`src/rtl/fc_word_aligner.sv`:
```
// fc_word_aligner: fast-command word aligner and decoder.
// Locks the 8-bit frame boundary onto the IDLE pattern, emits aligned words
// with a one-cycle valid pulse and one-cycle command strobes, and tracks lock,
// boundary slips and (optionally) invalid words seen while locked.
//
// Build option: define FC_ERRCNT_EN to implement the err_cnt counter;
// otherwise err_cnt is tied to zero.
//
// state   | meaning
// --------+--------------------------------------------------------------
// SEARCH  | hunting for the boundary; non-IDLE words slip it one bit earlier
// LOCKED  | boundary fixed; valid words raise strobes, bad runs drop lock

module fc_word_aligner #(
    parameter int LOCK_CNT   = 16,
    parameter int UNLOCK_CNT = 4
) (
    input  logic       clk320,
    input  logic       rst320,
    input  logic       enable,
    input  logic       fc,
    output logic [7:0] fc_word,
    output logic       fc_word_valid,
    output logic       locked,
    output logic [3:0] slip_cnt,
    output logic [7:0] err_cnt,
    output logic       cmd_idle,
    output logic       cmd_linkrst,
    output logic       cmd_bcr,
    output logic       cmd_sync,
    output logic       cmd_l1a,
    output logic       cmd_l1a_cr,
    output logic       cmd_chginj,
    output logic       cmd_l1a_bcr
);

    localparam logic ST_SEARCH = 1'b0;
    localparam logic ST_LOCKED = 1'b1;

    localparam logic [7:0] CODE_IDLE    = 8'hF0;
    localparam logic [7:0] CODE_LINKRST = 8'h33;
    localparam logic [7:0] CODE_BCR     = 8'h5A;
    localparam logic [7:0] CODE_SYNC    = 8'h55;
    localparam logic [7:0] CODE_L1A     = 8'h96;
    localparam logic [7:0] CODE_L1A_CR  = 8'h66;
    localparam logic [7:0] CODE_CHGINJ  = 8'h69;
    localparam logic [7:0] CODE_L1A_BCR = 8'h99;

    localparam logic [7:0] LOCK_LIM   = 8'(LOCK_CNT);
    localparam logic [3:0] UNLOCK_LIM = 4'(UNLOCK_CNT);

    logic       state;
    logic [7:0] sreg;
    logic [2:0] bit_cnt;
    logic [7:0] good_cnt;
    logic [3:0] bad_cnt;
    logic [7:0] cmd_q;

    logic [7:0] word_next;
    logic [7:0] cmd_hit;
    logic       word_ok;
    logic       boundary;
    logic [7:0] good_inc;
    logic [3:0] bad_inc;

    assign word_next = {sreg[6:0], fc};
    assign boundary  = enable && (bit_cnt == 3'd7);
    assign good_inc  = good_cnt + 8'd1;
    assign bad_inc   = bad_cnt + 4'd1;

    // Decode the word completing this cycle into a one-hot command vector.
    always_comb begin
        cmd_hit = 8'h00;
        word_ok = 1'b1;
        case (word_next)
            CODE_IDLE:    cmd_hit[7] = 1'b1;
            CODE_LINKRST: cmd_hit[6] = 1'b1;
            CODE_BCR:     cmd_hit[5] = 1'b1;
            CODE_SYNC:    cmd_hit[4] = 1'b1;
            CODE_L1A:     cmd_hit[3] = 1'b1;
            CODE_L1A_CR:  cmd_hit[2] = 1'b1;
            CODE_CHGINJ:  cmd_hit[1] = 1'b1;
            CODE_L1A_BCR: cmd_hit[0] = 1'b1;
            default:      word_ok    = 1'b0;
        endcase
    end

    // Shift register, boundary counter, lock FSM and word/strobe outputs.
    always_ff @(posedge clk320) begin
        if (rst320) begin
            state         <= ST_SEARCH;
            sreg          <= 8'h00;
            bit_cnt       <= 3'd0;
            good_cnt      <= 8'd0;
            bad_cnt       <= 4'd0;
            slip_cnt      <= 4'd0;
            fc_word       <= 8'h00;
            fc_word_valid <= 1'b0;
            cmd_q         <= 8'h00;
        end else if (!enable) begin
            fc_word_valid <= 1'b0;
            cmd_q         <= 8'h00;
        end else begin
            sreg          <= word_next;
            bit_cnt       <= bit_cnt + 3'd1;
            fc_word_valid <= 1'b0;
            cmd_q         <= 8'h00;
            if (bit_cnt == 3'd7) begin
                fc_word       <= word_next;
                fc_word_valid <= 1'b1;
                if (state == ST_SEARCH) begin
                    if (word_next == CODE_IDLE) begin
                        good_cnt <= good_inc;
                        if (good_inc == LOCK_LIM) begin
                            state   <= ST_LOCKED;
                            bad_cnt <= 4'd0;
                            cmd_q   <= cmd_hit;
                        end
                    end else begin
                        // Restarting at 1 shortens the next word by one bit.
                        good_cnt <= 8'd0;
                        bit_cnt  <= 3'd1;
                        if (slip_cnt != 4'hF) begin
                            slip_cnt <= slip_cnt + 4'd1;
                        end
                    end
                end else begin
                    if (word_ok) begin
                        bad_cnt <= 4'd0;
                        cmd_q   <= cmd_hit;
                    end else begin
                        bad_cnt <= bad_inc;
                        // Unlock boundary keeps its alignment; no slip here.
                        if (bad_inc == UNLOCK_LIM) begin
                            state    <= ST_SEARCH;
                            good_cnt <= 8'd0;
                            bad_cnt  <= 4'd0;
                        end
                    end
                end
            end
        end
    end

`ifdef FC_ERRCNT_EN
    logic err_event;
    assign err_event = boundary && (state == ST_LOCKED) && !word_ok;

    // Count invalid words seen while locked, saturating at 255.
    always_ff @(posedge clk320) begin
        if (rst320) begin
            err_cnt <= 8'd0;
        end else if (err_event && (err_cnt != 8'hFF)) begin
            err_cnt <= err_cnt + 8'd1;
        end
    end
`else
    assign err_cnt = 8'd0;
`endif

    assign locked      = (state == ST_LOCKED);
    assign cmd_idle    = cmd_q[7];
    assign cmd_linkrst = cmd_q[6];
    assign cmd_bcr     = cmd_q[5];
    assign cmd_sync    = cmd_q[4];
    assign cmd_l1a     = cmd_q[3];
    assign cmd_l1a_cr  = cmd_q[2];
    assign cmd_chginj  = cmd_q[1];
    assign cmd_l1a_bcr = cmd_q[0];

    // boundary is only consumed by the optional error counter.
    logic unused_ok;
    assign unused_ok = boundary;

endmodule

```
`config.mk`:
```
export PLATFORM = sky130hd
export DESIGN_NAME = fc_word_aligner
export DESIGN_NICKNAME = d
export VERILOG_FILES = /design/src/rtl/fc_word_aligner.sv
export SDC_FILE = /design/constraint.sdc
export NUM_CORES = 1
export LEC_CHECK = 0
export ABC_AREA = 1
export BUFFER_PORTS_ARGS = -buffer_cell sky130_fd_sc_hd__buf_2
export CAP_MARGIN = 20
export CORE_MARGIN = 4
export CORE_UTILIZATION = 56
export CTS_BUF_LIST = sky130_fd_sc_hd__clkbuf_4 sky130_fd_sc_hd__clkbuf_8 sky130_fd_sc_hd__clkbuf_16
export DETAILED_ROUTE_END_ITERATION = 8
export HOLD_SLACK_MARGIN = 0.03
export PLACE_DENSITY = 0.79
export SYNTH_ARGS = -nofsm -noshare
export SYNTH_HDL_FRONTEND = slang
export SYNTH_SLANG_ARGS = --single-unit
```
`constraint.sdc`:
```
create_clock -name clk320 -period 1.8 [get_ports clk320]
set_input_delay 0.09 -clock clk320 [delete_from_list [all_inputs] [get_ports clk320]]
set_output_delay 0.09 -clock clk320 [all_outputs]
set_load 0.01 [all_outputs]
```
==> flow_metrics.tcl, run 1 <==
set metrics [dict create \
    status "completed" \
    fin_crit_ps 1640 \
    r2r_cells 8 \
    ys_top_cells_by_area "dfxtp_1, nand2_1, nor2_1" \
    crit_path_start_kind "flop" \
    grt_pass1_vias 1710 \
    path_cells "ha_1 > ha_1 > nand2_1 > inv_2 > buf_4 > nand2_2 > o21ai_1 > inv_1" \
    worstSetupPathType "flop to flop" \
    post-route-util_pct 64.9 \
    postCtsHoldBufs 0 \
    worst_path_largest_cell_delay_ps 360 \
    critical_path_buf_inv_count 3 \
    antenna_found_initial 0 \
    end_kind "flop" \
    top_usage_layer "met2" \
    start_util_pct 58.9 \
    critPathArrivalTime_ps 1830 \
    synth-simple-area-share_pct 29.3 \
    yosys.area.top_type "dfxtp_1" \
    fmax_mhz 609 \
    via_count 1917 \
    dr.pass1.iters 4 \
    clkLatencyLatePin_ps 300 \
    avgSynthCellArea_um2 7.30 \
    worstHoldStart "rst320" \
    p_leak_nw 1.10 \
    use_met2_pct 28.6 \
    yosysTopAreaCellShare_pct 40.2 \
    muxShareOfSynthArea_pct 0 \
    ant_nets 0 \
    max_slew_margin_pct 66.0 \
    reg2reg_from "bit_cnt[0]$_SDFFE_PP0P_" \
    final_nets 340 \
    die_area_um2 4970 \
    netlist_area_um2 2190 \
    use_met1_pct 23.8 \
    die_h_um 70.5 \
    grt_start_max_net_pins 18 \
    areaGrowthSynthToFinish_pct 10.1 \
    synth_edf_count 0 \
    fin_crit_sh_pct 91.2 \
    globalRouteOverflowTotal 0 \
    cts_root_buffer "clkbuf_8" \
    dp_hpwl_um 3280 \
    ys_async_sr_fraction_pct 0 \
    avgViaCountPerCell 5.08 \
    synth_compound_gate_area_share_pct 13.9 \
    synth_xor_xnor_area_share_pct 0.800 \
    drc 0 \
    cts_buffer_depth 2 \
    clock_skew_ps 3.72 \
    cts.sinks 44 \
    gp_congestion 0.891 \
    worstHoldEndpoint "slip_cnt[0]$_SDFFE_PP0P_" \
    row_count 22 \
    yosysWarnings 0 \
    cp_common_cell "ha_1" \
    htreeDepth 2 \
    post_cts_buffers 0 \
    drv_slew 0 \
    worstPathRequired_ps 1990 \
    cap_violations 0 \
    setup_violations 0 \
    tightest_slew_ps 509 \
    syn_inst 300 \
    cts_resized 0 \
    hold_viol_final 0 \
    ioPinCount 34 \
    numCtsBuffers 5 \
    rsz0062_at_grt "false" \
    yosysSeqAreaShare_pct 40.2 \
    synth_flop_cell "dfxtp_1" \
    dieWidth_um 70.5 \
    fill_cells 342 \
    vdd_drop_max_mv 0.572 \
    path_max_fanout 13 \
    synth_cell_types 30 \
    setup-tns-final_ps 0 \
    met3_usage_pct 5.40 \
    core_um2 3720 \
    synth-adder-area-share_pct 4.00 \
    crit_family "buffers and inverters" \
    drt_iter0_markers 149 \
    diodes 0 \
    cts_tree "built" \
    wire_per_inst_um 11.9 \
    powerDensity_nw_per_um2 704 \
    synth_top_family_by_area "simple AND/OR/NAND/NOR gates" \
    io_buffers 25 \
    grt_pass1_wl_um 7410 \
    layout-drive-gt1-share_pct 17.3 \
    hp-class "input pin to flop" \
    slowest_stage "dfxtp_1" \
    clkTransAtPathRegs_ps 80 \
    ys_seq_elements 44 \
    wl_um 4480 \
    hold_depth 2 \
    regToRegSetupSlack_ps 160 \
    grt_use_total_pct 18.2 \
    rr_endpoint "good_cnt[0]$_SDFFE_PP0P_" \
    power_w 0.00170 \
]
-- registers in the layout (all words and copies together), names as in the netlist --
name / flops
slip_cnt: 4
bit_cnt: 3
fc_word: 8
good_cnt: 8
cmd_q: 8
locked: 1
fc_word_valid: 1
bad_cnt: 4
sreg: 7
-- logic make-up (layout without fill, tap and decap cells) --
family,count (synthesis),in the layout
xor+xnor,2,2
simple gates,139,139
compound gates,56,56
buf+inv,51,73
flops,44,44
other cells,1,8
fa+ha+maj,7,7
-- worst max path at each step --
| stage | slack (ps) | startpoint | end | cells past startpoint |
|---|---|---|---|---|
| after floorplan | 290 | good_cnt[0]$_SDFFE_PP0P_ | bad_cnt[3]$_SDFFE_PP0P_ | 12 |
| after global placement | 170 | good_cnt[0]$_SDFFE_PP0P_ | bad_cnt[2]$_SDFFE_PP0P_ | 12 |
| after detailed placement | 150 | bit_cnt[0]$_SDFFE_PP0P_ | good_cnt[2]$_SDFFE_PP0P_ | 7 |
| after CTS | 110 | bit_cnt[0]$_SDFFE_PP0P_ | good_cnt[2]$_SDFFE_PP0P_ | 7 |
| after global routing | 10 | bit_cnt[0]$_SDFFE_PP0P_ | good_cnt[2]$_SDFFE_PP0P_ | 7 |
| final | 160 | bit_cnt[0]$_SDFFE_PP0P_ | good_cnt[0]$_SDFFE_PP0P_ | 8 |
-- synth_stat cells (3+ instances only) --
library cell and n:
a21oi_1 26, buf_4 8, clkbuf_1 4, clkbuf_8 3, dfxtp_1 44, ha_1 7
inv_1 33, nand2_1 56, nand2_2 3, nand2_4 3, nand3_1 19, nand4_1 9
nor2_1 37, o21ai_0 22, or2_1 3
-- layout make-up --
class                      count  area (um^2)  area share, %
inverter                      35          131           5.45
multi-input combinational    212         1080           45.0
clock inverter                 1         5.00          0.208
sequential                    44          883           36.6
clock buffer                   6         76.3           3.17
timing repair buffer          31          170           7.06
tap                           48         60.1           2.49
-- per-layer routing --
metal	vias up	wire, um
met2	48	2000
li1	1009	-
met5	-	0
met1	851	2150
met4	0	65
met3	9	261
-- worst reg2reg max path: cells and delay by family (launching register included) --
kind,cells,cell delay (ps)
compound gates,1,150
fa+ha+maj,2,340
buf+inv,3,430
simple gates,2,250
flops,1,360
-- power breakdown --
| group | switching (W) | total [W] | internal (W) | leakage (nW) |
|---|---|---|---|---|
| combinational | 0.0000633 | 0.0000884 | 0.0000251 | 0.697 |
| clock | 0.000328 | 0.000607 | 0.000279 | 0.0445 |
| sequential | 0.0000147 | 0.00100 | 0.000987 | 0.357 |
| total | 0.000406 | 0.00170 | 0.00129 | 1.10 |
-- placed cells by master (no fill, tap or decap) --
cell type | netlist | final
nand2_1 | 56 | 56
dfxtp_1 | 44 | 42
nor2_1 | 37 | 37
inv_1 | 33 | 33
a21oi_1 | 26 | 26
buf_2 | 1 | 25
o21ai_0 | 22 | 22
nand3_1 | 19 | 19
nand4_1 | 9 | 9
conb_1 | 1 | 8
ha_1 | 7 | 6
buf_4 | 8 | 6
clkbuf_8 | 3 | 5
nand2_2 | 3 | 3
or2_1 | 3 | 3
nand2_4 | 3 | 3
nor2_4 | 2 | 2
a31oi_1 | 2 | 2
inv_2 | 2 | 2
nor3_1 | 2 | 2
nor2_2 | 2 | 2
o21ai_1 | 2 | 2
nand3b_1 | 2 | 2
a21oi_2 | 2 | 2
dfxtp_2 | 0 | 2
o311ai_2 | 1 | 1
o2bb2ai_1 | 1 | 1
nand3_2 | 1 | 1
xnor2_1 | 1 | 1
xor2_1 | 1 | 1
ha_2 | 0 | 1
clkbuf_4 | 0 | 1
clkinv_2 | 0 | 1
-- stage by stage --
| stage | std cells | setup slack (ps) | hold slack [ps] | area [um^2] |
|---|---|---|---|---|
| 2_1_floorplan | 307 | 287 | 216 | 2220 |
| 3_3_place_gp | 370 | 174 | 426 | 2320 |
| 3_5_place_dp | 370 | 148 | 428 | 2320 |
| 4_1_cts | 377 | 108 | 110 | 2410 |
| 5_1_grt | 377 | 12.3 | 119 | 2410 |
| 6_report | 377 | 158 | 128 | 2410 |
No activity file was read; power rests on OpenSTA's default activity.
==> run 2, diff against run 1 <==
--- a/config.mk
+++ b/config.mk
@@ -9,11 +9,12 @@
 export BUFFER_PORTS_ARGS = -buffer_cell sky130_fd_sc_hd__buf_2
 export CAP_MARGIN = 20
 export CORE_MARGIN = 4
-export CORE_UTILIZATION = 56
+export CORE_UTILIZATION = 50
 export CTS_BUF_LIST = sky130_fd_sc_hd__clkbuf_4 sky130_fd_sc_hd__clkbuf_8 sky130_fd_sc_hd__clkbuf_16
 export DETAILED_ROUTE_END_ITERATION = 8
+export GPL_ROUTABILITY_DRIVEN = 0
 export HOLD_SLACK_MARGIN = 0.03
-export PLACE_DENSITY = 0.79
+export PLACE_DENSITY = 0.83
 export SYNTH_ARGS = -nofsm -noshare
 export SYNTH_HDL_FRONTEND = slang
 export SYNTH_SLANG_ARGS = --single-unit
==> constraint.sdc (replaced) <==
create_clock -name clk320 -period 1.4 [get_ports clk320]
set_input_delay 0.07 -clock clk320 [delete_from_list [all_inputs] [get_ports clk320]]
set_output_delay 0.07 -clock clk320 [all_outputs]
set_load 0.01 [all_outputs]
==> flow_metrics.tcl, run 2 (synthesis results as in run 1) <==
set metrics [dict create \
    areaGrowthSynthToFinish_pct 41.0 \
    regToRegSetupSlack_ps -240 \
    rsz0062_at_grt "true" \
    rr_endpoint "bad_cnt[1]$_SDFFE_PP0P_" \
    ant_nets 0 \
    clkLatencyLatePin_ps 300 \
    clkTransAtPathRegs_ps 80 \
    die_h_um 74.2 \
    cap_violations 0 \
    fmax_mhz 608 \
    worst_slack_ps -244 \
    stdcell_count 420 \
    setup-tns-final_ps -3740 \
    grt_pass1_wl_um 9250 \
    crit_path_start_kind "flop" \
    ioPinCount 34 \
    clock_skew_ps 5.57 \
    powerDensity_nw_per_um2 790 \
    wl_met2_um 3080 \
    end_kind "flop" \
    worstSetupPathType "flop to flop" \
    hold_viol_final 0 \
    violations "setup timing" \
    worstHoldStart "rst320" \
    die_area_um2 5500 \
    fin_crit_sh_pct 117 \
    dieWidth_um 74.2 \
    place_inst 404 \
    core_um2 4120 \
    worstPathRequired_ps 1600 \
    worstHoldEndpoint "good_cnt[2]$_SDFFE_PP0P_" \
    layout-drive-gt1-share_pct 45.7 \
    antenna_found_initial 0 \
    reg2reg_from "good_cnt[0]$_SDFFE_PP0P_" \
    cts_root_buffer "clkbuf_8" \
    setup_violations 25 \
    critPathArrivalTime_ps 1840 \
    fill_cells 264 \
    start_util_pct 53.2 \
    drt-met1-wl_um 2460 \
    path_max_fanout 8 \
    hold_depth 2 \
    numCtsBuffers 5 \
    cts_tree "built" \
    drt_iter0_markers 148 \
    fin_crit_ps 1640 \
    cts.sinks 44 \
    vdd_drop_max_mv 0.660 \
    status "complete, but fails checks" \
    wl_um 6240 \
    cts_buffer_depth 2 \
    hp-class "input pin to flop" \
    dr.pass1.iters 4 \
    postCtsHoldBufs 0 \
    final_nets 380 \
    top_regs "cmd_q x8, fc_word x8, good_cnt x8" \
    layout_common_cells "buf_4, nand2_1, dfxtp_1" \
    drv_slew 0 \
    grt_pass1_vias 2126 \
    via_count 2320 \
    r2r_cells 12 \
    avgViaCountPerCell 5.52 \
    routed.top_layer "met4" \
    globalRouteOverflowTotal 0 \
    diodes 0 \
    post-route-util_pct 75.0 \
    row_count 23 \
    final_common_cell "buf_4" \
    met3_wirelength_um 396 \
    p_leak_nw 1.33 \
    wire_per_inst_um 14.9 \
    grt_start_max_net_pins 23 \
    drc 0 \
    dp_hpwl_um 3630 \
    io_buffers 25 \
    grt_use_total_pct 21.4 \
    hold-worst-slack_ps 123 \
    htreeDepth 2 \
]
-- run 2: cell types whose count changed in the layout (fill, tap and decap cells not counted), moves of 7 or more --
cell / delta
nand2_2: +15
nor2_2: +8
dfxtp_1: -12
nor2_4: +8
nand3_1: -7
buf_4: +38
nor2_1: -16
nand2_1: -18
dfxtp_4: +11
-- run 2: how the worst max path moves through the flow --
stage	start	to	slack, ps
final	good_cnt[0]$_SDFFE_PP0P_	bad_cnt[1]$_SDFFE_PP0P_	-240
after global routing	sreg[1]$_SDFFE_PP0P_	good_cnt[0]$_SDFFE_PP0P_	-360
after CTS	good_cnt[0]$_SDFFE_PP0P_	bad_cnt[1]$_SDFFE_PP0P_	-130
after detailed placement	good_cnt[2]$_SDFFE_PP0P_	bad_cnt[3]$_SDFFE_PP0P_	-140
after global placement	good_cnt[0]$_SDFFE_PP0P_	bad_cnt[3]$_SDFFE_PP0P_	-90
after floorplan	good_cnt[1]$_SDFFE_PP0P_	bad_cnt[3]$_SDFFE_PP0P_	-10
-- run 2: metrics by stage --
step / cell area (um^2) / worst slack (ps) / total power [W]
2_1_floorplan: 2250 / -13.1 / 0.00141
3_3_place_gp: 2610 / -88.6 / 0.00145
3_5_place_dp: 2610 / -143 / 0.00145
4_1_cts: 2860 / -132 / 0.00242
5_1_grt: 3090 / -363 / 0.00252
6_report: 3090 / -244 / 0.00244
-- run 2: worst max-delay path, cell delays in order, from the launching register on --
cell and delay, ps:
dfxtp_4 380, ha_4 170, nand2_4 70, nor2_4 90, nand2_1 60, nand2_1 70, nand2_1 80, nand2_1 80
nor2_2 40, nand2_2 120, nand2_8 110, a21oi_1 210, nor2_2 60
-- run 2: final cells by class --
| class | count | area [um^2] | share of cell area, % |
|---|---|---|---|
| repair buffers | 70 | 475 | 15.4 |
| well taps | 50 | 62.6 | 2.03 |
| inverters | 35 | 139 | 4.50 |
| clock inverters | 2 | 35.0 | 1.13 |
| flip-flops and latches | 44 | 926 | 30.0 |
| multi-input cells | 213 | 1370 | 44.5 |
| clock buffers | 6 | 76.3 | 2.47 |
-- run 2: per-layer routing --
layer | GRT usage (%) | vias up
li1 | - | 1095
met1 | 26.2 | 1077
met2 | 35.6 | 116
met3 | 4.86 | 32
met4 | 10.1 | 0
met5 | 0 | -
-- run 2: where the power goes --
group          leakage (nW)  internal, W  switching [W]
registers             0.365      0.00126      0.0000272
clock network        0.0586     0.000549       0.000432
logic                 0.905    0.0000679       0.000105
-- run 2: repair_timing --
item	4_1_cts	5_1_grt
pin swaps	10	15
buffers inserted	4	3
hold endpoints to repair	0	0
cloned	1	0
resized for setup	30	72
endpoints found under the setup margin	25	34
